--- config.mk ---
export PLATFORM = sky130hd
export DESIGN_NAME = dmem_rmw_port
export DESIGN_NICKNAME = d
export VERILOG_FILES = /design/src/rtl/dmem_rmw_port.sv
export SDC_FILE = /design/constraint.sdc
export NUM_CORES = 1
export LEC_CHECK = 0
export CAP_MARGIN = 10
export CORE_MARGIN = 8
export CORE_UTILIZATION = 40
export CTS_BUF_LIST = sky130_fd_sc_hd__clkbuf_2 sky130_fd_sc_hd__clkbuf_4 sky130_fd_sc_hd__clkbuf_8
export CTS_CLUSTER_SIZE = 28
export DETAILED_ROUTE_END_ITERATION = 6
export HOLD_SLACK_MARGIN = 0.1
export PLACE_DENSITY = 0.7
export SLEW_MARGIN = 20
export SYNTH_ARGS = -nofsm -noshare
export SYNTH_HDL_FRONTEND = slang
export SYNTH_SLANG_ARGS = --single-unit
--- constraint.sdc ---
create_clock -name CLK -period 3.7 [get_ports CLK]
set_input_delay 0.37 -clock CLK [delete_from_list [all_inputs] [get_ports CLK]]
set_output_delay 0.37 -clock CLK [all_outputs]
set_load 0.005 [all_outputs]
--- src/rtl/dmem_rmw_port.sv ---
// Data-memory port adapter: forwards loads and full-word stores to a synchronous-read
// word memory and turns partial stores into a read-modify-write pair of cycles.
module dmem_rmw_port (
  input  logic        CLK,
  input  logic        RESET,
  input  logic [31:0] addr_IN,
  input  logic [31:0] wdata_IN,
  input  logic [1:0]  size_IN,
  input  logic        MemRead_IN,
  input  logic        MemWrite_IN,
  output logic [31:0] rdata_OUT,
  output logic        stall_OUT,
  output logic        err_OUT,
  output logic [31:0] mem_addr_OUT,
  output logic        mem_rd_OUT,
  output logic        mem_wr_OUT,
  output logic [31:0] mem_wdata_OUT,
  input  logic [31:0] mem_rdata_IN,
  output logic [15:0] stall_cycles_OUT,
  output logic [15:0] rmw_count_OUT
);

  typedef enum logic [1:0] {IDLE, RD_WAIT, RMW_RD} state_t;

  state_t      state_q, state_d;
  logic [31:0] addr_q, addr_d;
  logic [31:0] wdata_q, wdata_d;
  logic [1:0]  size_q, size_d;
  logic [31:0] rdata_q, rdata_d;
  logic        err_q, err_d;
  logic [15:0] stall_cnt_q, stall_cnt_d;
  logic [15:0] rmw_cnt_q, rmw_cnt_d;

  logic        partial_in;
  logic [2:0]  len_in;
  logic        overflow_in;
  logic [31:0] merged_word;

  // Big-endian merge: byte i (byte 0 = bits [31:24]) starting at offset o takes
  // right-justified store byte N-1-(i-o); bytes past the word end are dropped.
  function automatic logic [31:0] merge_word(input logic [31:0] old_w,
                                             input logic [31:0] new_w,
                                             input logic [1:0]  off,
                                             input logic [1:0]  sz);
    logic [31:0] res;
    logic [2:0]  n;
    logic [2:0]  o;
    logic [2:0]  k;
    res = old_w;
    n   = (sz == 2'd0) ? 3'd4 : {1'b0, sz};
    o   = {1'b0, off};
    for (int i = 0; i < 4; i++) begin
      if ((3'(i) >= o) && (3'(i) < o + n)) begin
        k = n - 3'd1 - (3'(i) - o);
        res[(3 - i) * 8 +: 8] = new_w[int'(k) * 8 +: 8];
      end
    end
    return res;
  endfunction

  always_comb begin
    partial_in  = (size_IN != 2'd0);
    len_in      = partial_in ? {1'b0, size_IN} : 3'd4;
    overflow_in = partial_in && (({1'b0, addr_IN[1:0]} + len_in) > 3'd4);
    merged_word = merge_word(mem_rdata_IN, wdata_q, addr_q[1:0], size_q);
  end

  // NOTE: sequential state uses non-blocking assignments only, so every flop
  // samples the pre-edge value of every other flop regardless of process order.
  always_ff @(posedge CLK or negedge RESET) begin
    if (!RESET) begin
      state_q <= IDLE;
    end else begin
      state_q <= state_d;
    end
  end

  always_comb begin
    state_d = state_q;
    case (state_q)
      IDLE: begin
        if (MemWrite_IN && partial_in) state_d = RMW_RD;
        else if (MemRead_IN && !MemWrite_IN) state_d = RD_WAIT;
      end
      RD_WAIT: state_d = IDLE;
      RMW_RD:  state_d = IDLE;
      default: state_d = IDLE;
    endcase
  end

  // NOTE: every output gets a default before the case so no path leaves it
  // unassigned, which would otherwise infer a latch.
  always_comb begin
    rdata_OUT     = rdata_q;
    stall_OUT     = 1'b0;
    mem_addr_OUT  = 32'h0;
    mem_rd_OUT    = 1'b0;
    mem_wr_OUT    = 1'b0;
    mem_wdata_OUT = 32'h0;
    case (state_q)
      IDLE: begin
        if (MemWrite_IN) begin
          mem_addr_OUT = {addr_IN[31:2], 2'b00};
          if (partial_in) begin
            mem_rd_OUT = 1'b1;
            stall_OUT  = 1'b1;
          end else begin
            mem_wr_OUT    = 1'b1;
            mem_wdata_OUT = wdata_IN;
          end
        end else if (MemRead_IN) begin
          mem_addr_OUT = {addr_IN[31:2], 2'b00};
          mem_rd_OUT   = 1'b1;
          stall_OUT    = 1'b1;
        end
      end
      RD_WAIT: rdata_OUT = mem_rdata_IN;
      RMW_RD: begin
        mem_addr_OUT  = {addr_q[31:2], 2'b00};
        mem_wr_OUT    = 1'b1;
        mem_wdata_OUT = merged_word;
      end
      default: ;
    endcase
    // Reset silences the port immediately, even before the next clock edge.
    if (!RESET) begin
      rdata_OUT     = 32'h0;
      stall_OUT     = 1'b0;
      mem_addr_OUT  = 32'h0;
      mem_rd_OUT    = 1'b0;
      mem_wr_OUT    = 1'b0;
      mem_wdata_OUT = 32'h0;
    end
  end

  always_comb begin
    addr_d      = addr_q;
    wdata_d     = wdata_q;
    size_d      = size_q;
    rdata_d     = rdata_q;
    err_d       = 1'b0;
    stall_cnt_d = stall_cnt_q;
    rmw_cnt_d   = rmw_cnt_q;
    if (state_q == IDLE && (MemRead_IN || MemWrite_IN)) begin
      addr_d  = addr_IN;
      wdata_d = wdata_IN;
      size_d  = size_IN;
      err_d   = MemWrite_IN && (MemRead_IN || overflow_in);
    end
    if (state_q == RD_WAIT) rdata_d = mem_rdata_IN;
    if (stall_OUT && stall_cnt_q != 16'hFFFF) stall_cnt_d = stall_cnt_q + 16'd1;
    if (state_q == RMW_RD && rmw_cnt_q != 16'hFFFF) rmw_cnt_d = rmw_cnt_q + 16'd1;
  end

  always_ff @(posedge CLK or negedge RESET) begin
    if (!RESET) begin
      addr_q      <= 32'h0;
      wdata_q     <= 32'h0;
      size_q      <= 2'd0;
      rdata_q     <= 32'h0;
      err_q       <= 1'b0;
      stall_cnt_q <= 16'h0;
      rmw_cnt_q   <= 16'h0;
    end else begin
      addr_q      <= addr_d;
      wdata_q     <= wdata_d;
      size_q      <= size_d;
      rdata_q     <= rdata_d;
      err_q       <= err_d;
      stall_cnt_q <= stall_cnt_d;
      rmw_cnt_q   <= rmw_cnt_d;
    end
  end

  assign err_OUT          = err_q;
  assign stall_cycles_OUT = stall_cnt_q;
  assign rmw_count_OUT    = rmw_cnt_q;

endmodule

# Yosys cells after proc, flatten, opt, wreduce, memory -nomap -nowiden
# Cells that the tools add are included.
# Widths: inputs -> output; s select.
# totals
reg_bits,133
in_bits,102
word_cells,83
# classes
addsub,13
n_lt_le_gt_ge,8
n_eq_ne,5
n_shift,4
mux,29
n_reduce_logical,16
# ops
op,n
$mux 32,8
$pmux 32 s2,2
$shiftx 32x7->8,4
$add 16x1->16 const B,2
$mux 8,4
$ne 16x16->1 const B,2
$sub 3x3->3,4
$logic_and 1x1->1,10
$mux 1,9
$add 2x3->3,2
$lt 1x3->1 const A,2
$lt 2x3->1 const A,2
$mux 2,3
$mux 3,2
$sub 1x2->3 const A,2
$sub 2x2->3 const A,2
$ge 1x2->1 const A,2
$logic_not 2->1,2
$gt 3x3->1 const B,1
$ne 3x3->1 const B,1
$sub 3x1->3 const B,1
$eq 2x1->1 const B,1
$eq 2x2->1 const B,1
$ge 2x2->1 const A,1
4 further kinds,5

# Depth between registers and ports, before layout
# Gate-level depths: netlist (run 1).
# logic_depth
depth_word,8
mapped_depth,12
depth_no_buf,12

# Least setup slack after synthesis (run 1)
# OpenSTA, ideal clock, no wires.
# synth_timing
path_kind,reg2out
from,register size_q[1]
to,output port mem_wdata_OUT[6]
arrival_time_ns,2.920
path_slack_ns,0.410
stages_incl_launch_ff,12
path_buffers,2
cell_sequence,dfrtp_1 -> inv_1 -> ha_1 -> nor2_1 -> ha_1 -> inv_1 -> fa_1 -> buf_2 -> buf_2 -> mux4_2 -> nor2b_1 -> a221o_1
# synth_between
elab_chain_cells,8
# synth_rtl
item,line,text
"start, declared",28,"logic [1:0] size_q, size_d;"
"start signal, assigned",167,size_q <= size_d;
$logic_not 2->1,50,"n = (sz == 2'd0) ? 3'd4 : {1'b0, sz};"
$mux 3 (*),50,
$sub 3x1->3,54,k = n - 3'd1 - (3'(i) - o);
$sub 3x3->3,54,
$shiftx 32x7->8,55,res[(3 - i) * 8 +: 8] = new_w[int'(k) * 8 +: 8];
$mux 8 (*),53,if ((3'(i) >= o) && (3'(i) < o + n)) begin
$pmux 32 s2 (*),100,case (state_q)
$mux 32 (*),126,if (!RESET) begin
"end, declared",17,"output logic [31:0] mem_wdata_OUT,"
# Mark *: on every way between the ends. The rest lies on a longest branch, timed or not.

# Final worst setup path (run 1)
# layout_timing
from,register size_q[1]
to,output port mem_wdata_OUT[7]
# Same word-level chain as after synthesis.

==> results of run 1 <==
-- registers in the layout (all words and copies together), names as in the netlist --
register          count
state_q               2
size_q                2
rdata_q              32
stall_cycles_OUT     16
rmw_count_OUT        16
addr_q               32
wdata_q              32
err_OUT               1
-- critical path: stages, from the launching register on --
cell and delay, ps:
dfrtp_1 370, inv_2 60, ha_4 170, nor2_4 110, ha_4 140, inv_2 40
fa_2 590, buf_12 130, buf_6 100, mux4_2 520, nor2b_4 150, a221o_1 290
buf_2 130
-- metal layers --
layer	vias to the layer above	track usage	wire length [µm]
met5	-	0	0
met4	0	0.0411	299
met3	21	0.0757	2700
met2	335	0.329	11800
met1	3410	0.263	10300
li1	3278	-	-
-- path summary, 6_finish.rpt --
path | startpoint | to | slack, ps | depth (start not counted)
setup / recovery | size_q[1] | mem_wdata_OUT[7] | 80 | 12
hold / removal | addr_IN[25] | addr_q[25] | 460 | 3
setup reg to reg | state_q[1] | rmw_count_OUT[15] | 1320 | 6
hold reg to reg | addr_q[23] | addr_q[23] | 480 | 2
max in group asynchronous | RESET | wdata_q[9] | 2020 | 4
min in group asynchronous | RESET | addr_q[8] | 680 | 3
-- report_power, final --
part           total (mW)  switching, mW  internal [mW]
Clock                1.18          0.658          0.519
Combinational        2.81           1.21           1.60
Sequential           1.96          0.226           1.73
-- layout by cell type, fill, tap and decap left out, types with 8 or more instances in the layout --
| cell type | n |
|---|---|
| nand2_1 | 241 |
| a22o_1 | 8 |
| nand3_1 | 11 |
| nor2_1 | 13 |
| a221o_1 | 8 |
| a22oi_1 | 8 |
| mux2_1 | 8 |
| a211oi_2 | 8 |
| buf_6 | 8 |
| dlygate4sd2_1 | 11 |
| and2_1 | 33 |
| nand4_1 | 8 |
| xnor2_1 | 21 |
| dfrtp_1 | 133 |
| clkbuf_8 | 19 |
| clkdlybuf4s50_1 | 198 |
| ha_1 | 9 |
| a222oi_1 | 8 |
| mux4_2 | 32 |
| buf_4 | 33 |
| mux2_2 | 27 |
| nor3_1 | 16 |
| a21oi_1 | 66 |
| clkbuf_2 | 9 |
-- repair_timing --
action | 4_1_cts | 5_1_grt
hold endpoints to repair | 43 | 0
gates cloned | 1 | 1
buffers inserted | 21 | 3
endpoints found under the setup margin | 32 | 29
hold buffers | 1 | 0
pin swaps | 16 | 19
gates resized for setup | 79 | 38
-- layout make-up --
class	instances	area share
well taps	265	0.0298
diodes	1	0.000225
repair buffers	280	0.246
multi-input cells	605	0.388
clock inverters	13	0.0100
flip-flops and latches	133	0.299
clock buffers	19	0.0235
inverters	12	0.00405
-- per-stage QoR --
step	setup TNS (ps)	cell area, µm²	worst slack (ps)
final	0	11100	79.7
after global routing	-193	11100	-41.7
after CTS	-183	11100	-80.6
after detailed placement	0	10400	59.7
after global placement	0	10400	1.13
after floorplan	0	7780	410
-- logic make-up after synthesis --
kind of cell / Yosys count / synth area share
buffers and inverters: 67 / 0.0401
AO/OA/AOI/OAI: 121 / 0.107
XOR/XNOR: 30 / 0.0356
multiplexers: 70 / 0.147
AND/OR/NAND/NOR: 366 / 0.211
flip-flops: 133 / 0.428
adder cells (fa/ha/maj): 16 / 0.0296
other: 1 / 0.000482
==> results.cfg, run 1 <==
[clock_tree]
clock_tree.buffer_depth = 2
insertion_delay_ps = 450
path_clk_slew_ps = 90
h-tree-depth = 4
clock_sinks = 133
cts_buffers = 17
root_buffer = clkbuf_8
tritoncts = yes

[global_route]
grt_max_degree = 86
overflow = 0
antenna_found_initial = 1
grt_pass1_wl_um = 39400
track_usage = 0.206
grt_pass1_vias = 6979

[yosys]
synthTopCellsByCount = nand2_1 (241), dfrtp_1 (133), a21oi_1 (66)
ys.flop_type = dfrtp_1
syn_area_um2 = 7770
synth_edf_count = 0
post_synth.cell_area_avg_um2 = 9.67
yosys_register_bits = 133
ys_warn_count = 0
ys_top_cells_by_area = dfrtp_1 (43%), nand2_1 (12%), mux4_2 (9.3%), a21oi_1 (4.2%), mux2_2 (3.9%)
synth.distinct_cells = 50
syn_inst = 804
synth_area_leader_cell = dfrtp_1
yosysMostFrequentCell = nand2_1
ys_seq_area_frac = 0.428
synthArstFlopShare = 1.00
synth_top_area_frac = 0.428

[placement]
numPortBuffers = 231
gp_congestion = 0.826
hpwlAfterDp_um = 17500
dp_cells = 1268

[sta]
slew_viol_final = 0
max-slew-margin-rel = 0.358
worst_slew_pin_slew_ps = 963
max_freq_mhz = 276
min_period_ps = 3620
finalHoldViolCount = 0
final-setup-viol-count = 0
clock_skew_ps = 16.4
fin_crit_sh = 0.978
worst_hold_slack_ps = 464
rsz0062_at_grt = yes

[drt]
wl_per_cell_um = 18.9
first_pass_iters = 6
wl_um = 25100
postRouteAntennaNets = 0
vias_per_cell = 5.30
via_count = 7044
drc = 0
drtIter0Drc = 518

[run_status]
status = finished clean

[worst_setup_path]
setup.worst_path.class = flip-flop to output pin
crit_required_ps = 3330
crit_fanout = 4
worstPathArrival_ps = 3250
cp-start-kind = flip-flop
critPathCaptureType = output pin

[floorplanning]
row_count = 51
die_y_um = 155
die_area_um2 = 24200
pin_count = 234
start_util = 0.403
die_width_um = 155
core_area_um2 = 19300

[pwr]
p_total_mw = 5.94
leakagePower_nw = 4.80
ir_drop_mv = 0.334
power.density_nw_per_um2 = 534

[layout]
drive_above_1_share = 0.189
multiInputGateArea_um2 = 4320
fin_util = 0.578
seq_area_um2 = 3330
fillerInstances = 1710
area_growth_pct = 43.2
fin_nets = 1167
layout.cells.non_filler = 1328

[hold_path]
hold_path.class = input port to flip-flop

[run]
cap_violations = 0
Power figures use the tool's default switching activity.
==> run 2: changes to the inputs <==
Settings changed: CAP_MARGIN 10 to 20, CORE_ASPECT_RATIO from default to 0.6, TNS_END_PERCENT from default to 100.
==> results.cfg, run 2 (synthesized netlist as in run 1, its figures left out) <==
[sta]
min_period_ps = 3590
final-setup-viol-count = 0
max_freq_mhz = 279
fin_ws_ps = 114
slew_viol_final = 0
worst_hold_slack_ps = 382
worst_slew_pin_slew_ps = 711
rsz0062_at_grt = no
clock_skew_ps = 10.8
finalHoldViolCount = 0
fin_crit_sh = 0.969
max-slew-margin-rel = 0.526

[floorplanning]
die_width_um = 196
core_area_um2 = 19000
die_area_um2 = 24300
start_util = 0.408
pin_count = 234
row_count = 39
die_y_um = 124

[hold_path]
hold_path.class = input port to async pin

[placement]
dpl_cell_area_um2 = 10400
numPortBuffers = 231
pre_cts_ws_ps = 82.2
gp_congestion = 0.913
hpwlAfterDp_um = 18000

[global_route]
grt_pass1_vias = 6907
grt_max_degree = 96
track_usage = 0.205
antenna_found_initial = 2
overflow = 0
grt_pass1_wl_um = 39200

[worst_setup_path]
critPathLaunch = size_q[1]
worstRegToRegCells = 5
regToRegEndpoint = rmw_count_OUT[15]
cp-start-kind = flip-flop
r2r_start = state_q[1]
critPathCaptureType = output pin
crit_fanout = 4
ff2ff_setup_slack_ps = 1290
setup.worst_path.class = flip-flop to output pin
crit_required_ps = 3330
worstPathArrival_ps = 3220

[pwr]
switching_share = 0.355
p_sw_mw = 2.06
power.density_nw_per_um2 = 523
leakagePower_nw = 4.82
ir_drop_mv = 0.343
p_clk_frac = 0.194
seqPwrFrac = 0.339
pwr-share-comb = 0.467
internal_power_mw = 3.73

[layout]
final_cell_mix = nand2_1 (241), clkdlybuf4s50_1 (198), dfrtp_1 (133), a21oi_1 (64), and2_1 (34)
area_growth_pct = 42.4
fillerInstances = 1650
final_common_cell = nand2_1
final_cell_area_um2 = 11100
multiInputGateArea_um2 = 4280
drive_above_1_share = 0.175
antenna_cells = 0
fin_nets = 1163
reg.largest.list = addr_q x32, rdata_q x32, wdata_q x32
seq_area_um2 = 3330

[clock_tree]
insertion_delay_ps = 450
clock_tree.buffer_depth = 2
tritoncts = yes
root_buffer = clkbuf_8
clock_sinks = 133
h-tree-depth = 4
path_clk_slew_ps = 90
cts_buffers = 17

[drt]
wl_um = 25300
drtIter0Drc = 668
first_pass_iters = 7
drc = 0
wl_per_cell_um = 19.4
via_count = 7039
vias_per_cell = 5.40
postRouteAntennaNets = 0

[run_status]
status = finished clean

[run]
cap_violations = 0
run 2: cell count changes in the layout (fill, tap and decap cells not counted), sizes merged:
cell | before | now
clkbuf | 29 | 23
dlymetal6s2s | 1 | 6
inv | 19 | 14
buf | 53 | 50
clkinv | 2 | 5
clkdlybuf4s15 | 6 | 8
clkinvlp | 4 | 6
dlygate4sd2 | 11 | 9
diode | 1 | 0
run 2: stage by stage:
stage	power [mW]	instances	setup TNS, ps	util
floorplan	3.32	805	0	-
global placement	4.27	1250	0	0.547
detailed placement	4.31	1250	0	0.547
CTS	5.71	1293	-119	0.575
global route	6.15	1304	0	0.582
finish	5.79	1304	0	0.582
run 2: final cells by class:
class	count	share of cell area
Clock buffer	19	0.0231
Multi-Input combinational cell	605	0.387
Timing Repair Buffer	276	0.248
Inverter	12	0.00441
Sequential cell	133	0.301
Tap cell	246	0.0278
Clock inverter	13	0.00904
run 2: how the worst max path moves through the flow:
| stage | to | cells past startpoint | slack [ps] |
|---|---|---|---|
| floorplan | mem_wdata_OUT[6] | 11 | 410 |
| global placement | mem_wdata_OUT[0] | 11 | 140 |
| detailed placement | mem_wdata_OUT[9] | 11 | 80 |
| CTS | mem_wdata_OUT[22] | 12 | -60 |
| global route | mem_wdata_OUT[7] | 12 | 5 |
| finish | mem_wdata_OUT[7] | 12 | 110 |
run 2: repair_timing:
action,CTS,global route
hold endpoints to repair,23,0
gates cloned,1,1
setup buffers,9,11
endpoints found under the setup margin,32,24
hold buffers,1,0
gates resized for setup,65,30
pin swaps,12,17
run 2: power by group through the flow:
| stage | sequential, mW | clock, mW | combinational [mW] |
|---|---|---|---|
| after global routing | 2.00 | 1.23 | 2.91 |
| after detailed placement | 1.98 | 0 | 2.33 |
| after CTS | 1.96 | 1.17 | 2.58 |
| final | 1.96 | 1.12 | 2.71 |
| after global placement | 1.97 | 0 | 2.30 |
| after floorplan | 1.91 | 0 | 1.40 |
run 2: worst max-delay path: stages (launching register included):
cell and delay [ps]:
dfrtp_1 370, inv_2 60, ha_4 160, nor2_4 120, ha_4 130, inv_1 50, fa_2 610, buf_12 150
buf_12 100, mux4_2 480, nor2b_1 140, a221o_1 260, buf_2 130
run 2: routing by layer:
metal  vias to the layer above  global-route usage  share of wire
met4                         4              0.0462          0.014
met2                       261               0.311           0.45
met1                      3480               0.282           0.46
met3                        28              0.0712          0.079
li1                       3266                   -              -
met5                         -                   0        0.00091
==> run 3: changes to the inputs <==
Settings changed: SLEW_MARGIN 20 to 5.
==> results of run 3 <==
Final layout, timing and power as in run 2 (identical DEF).
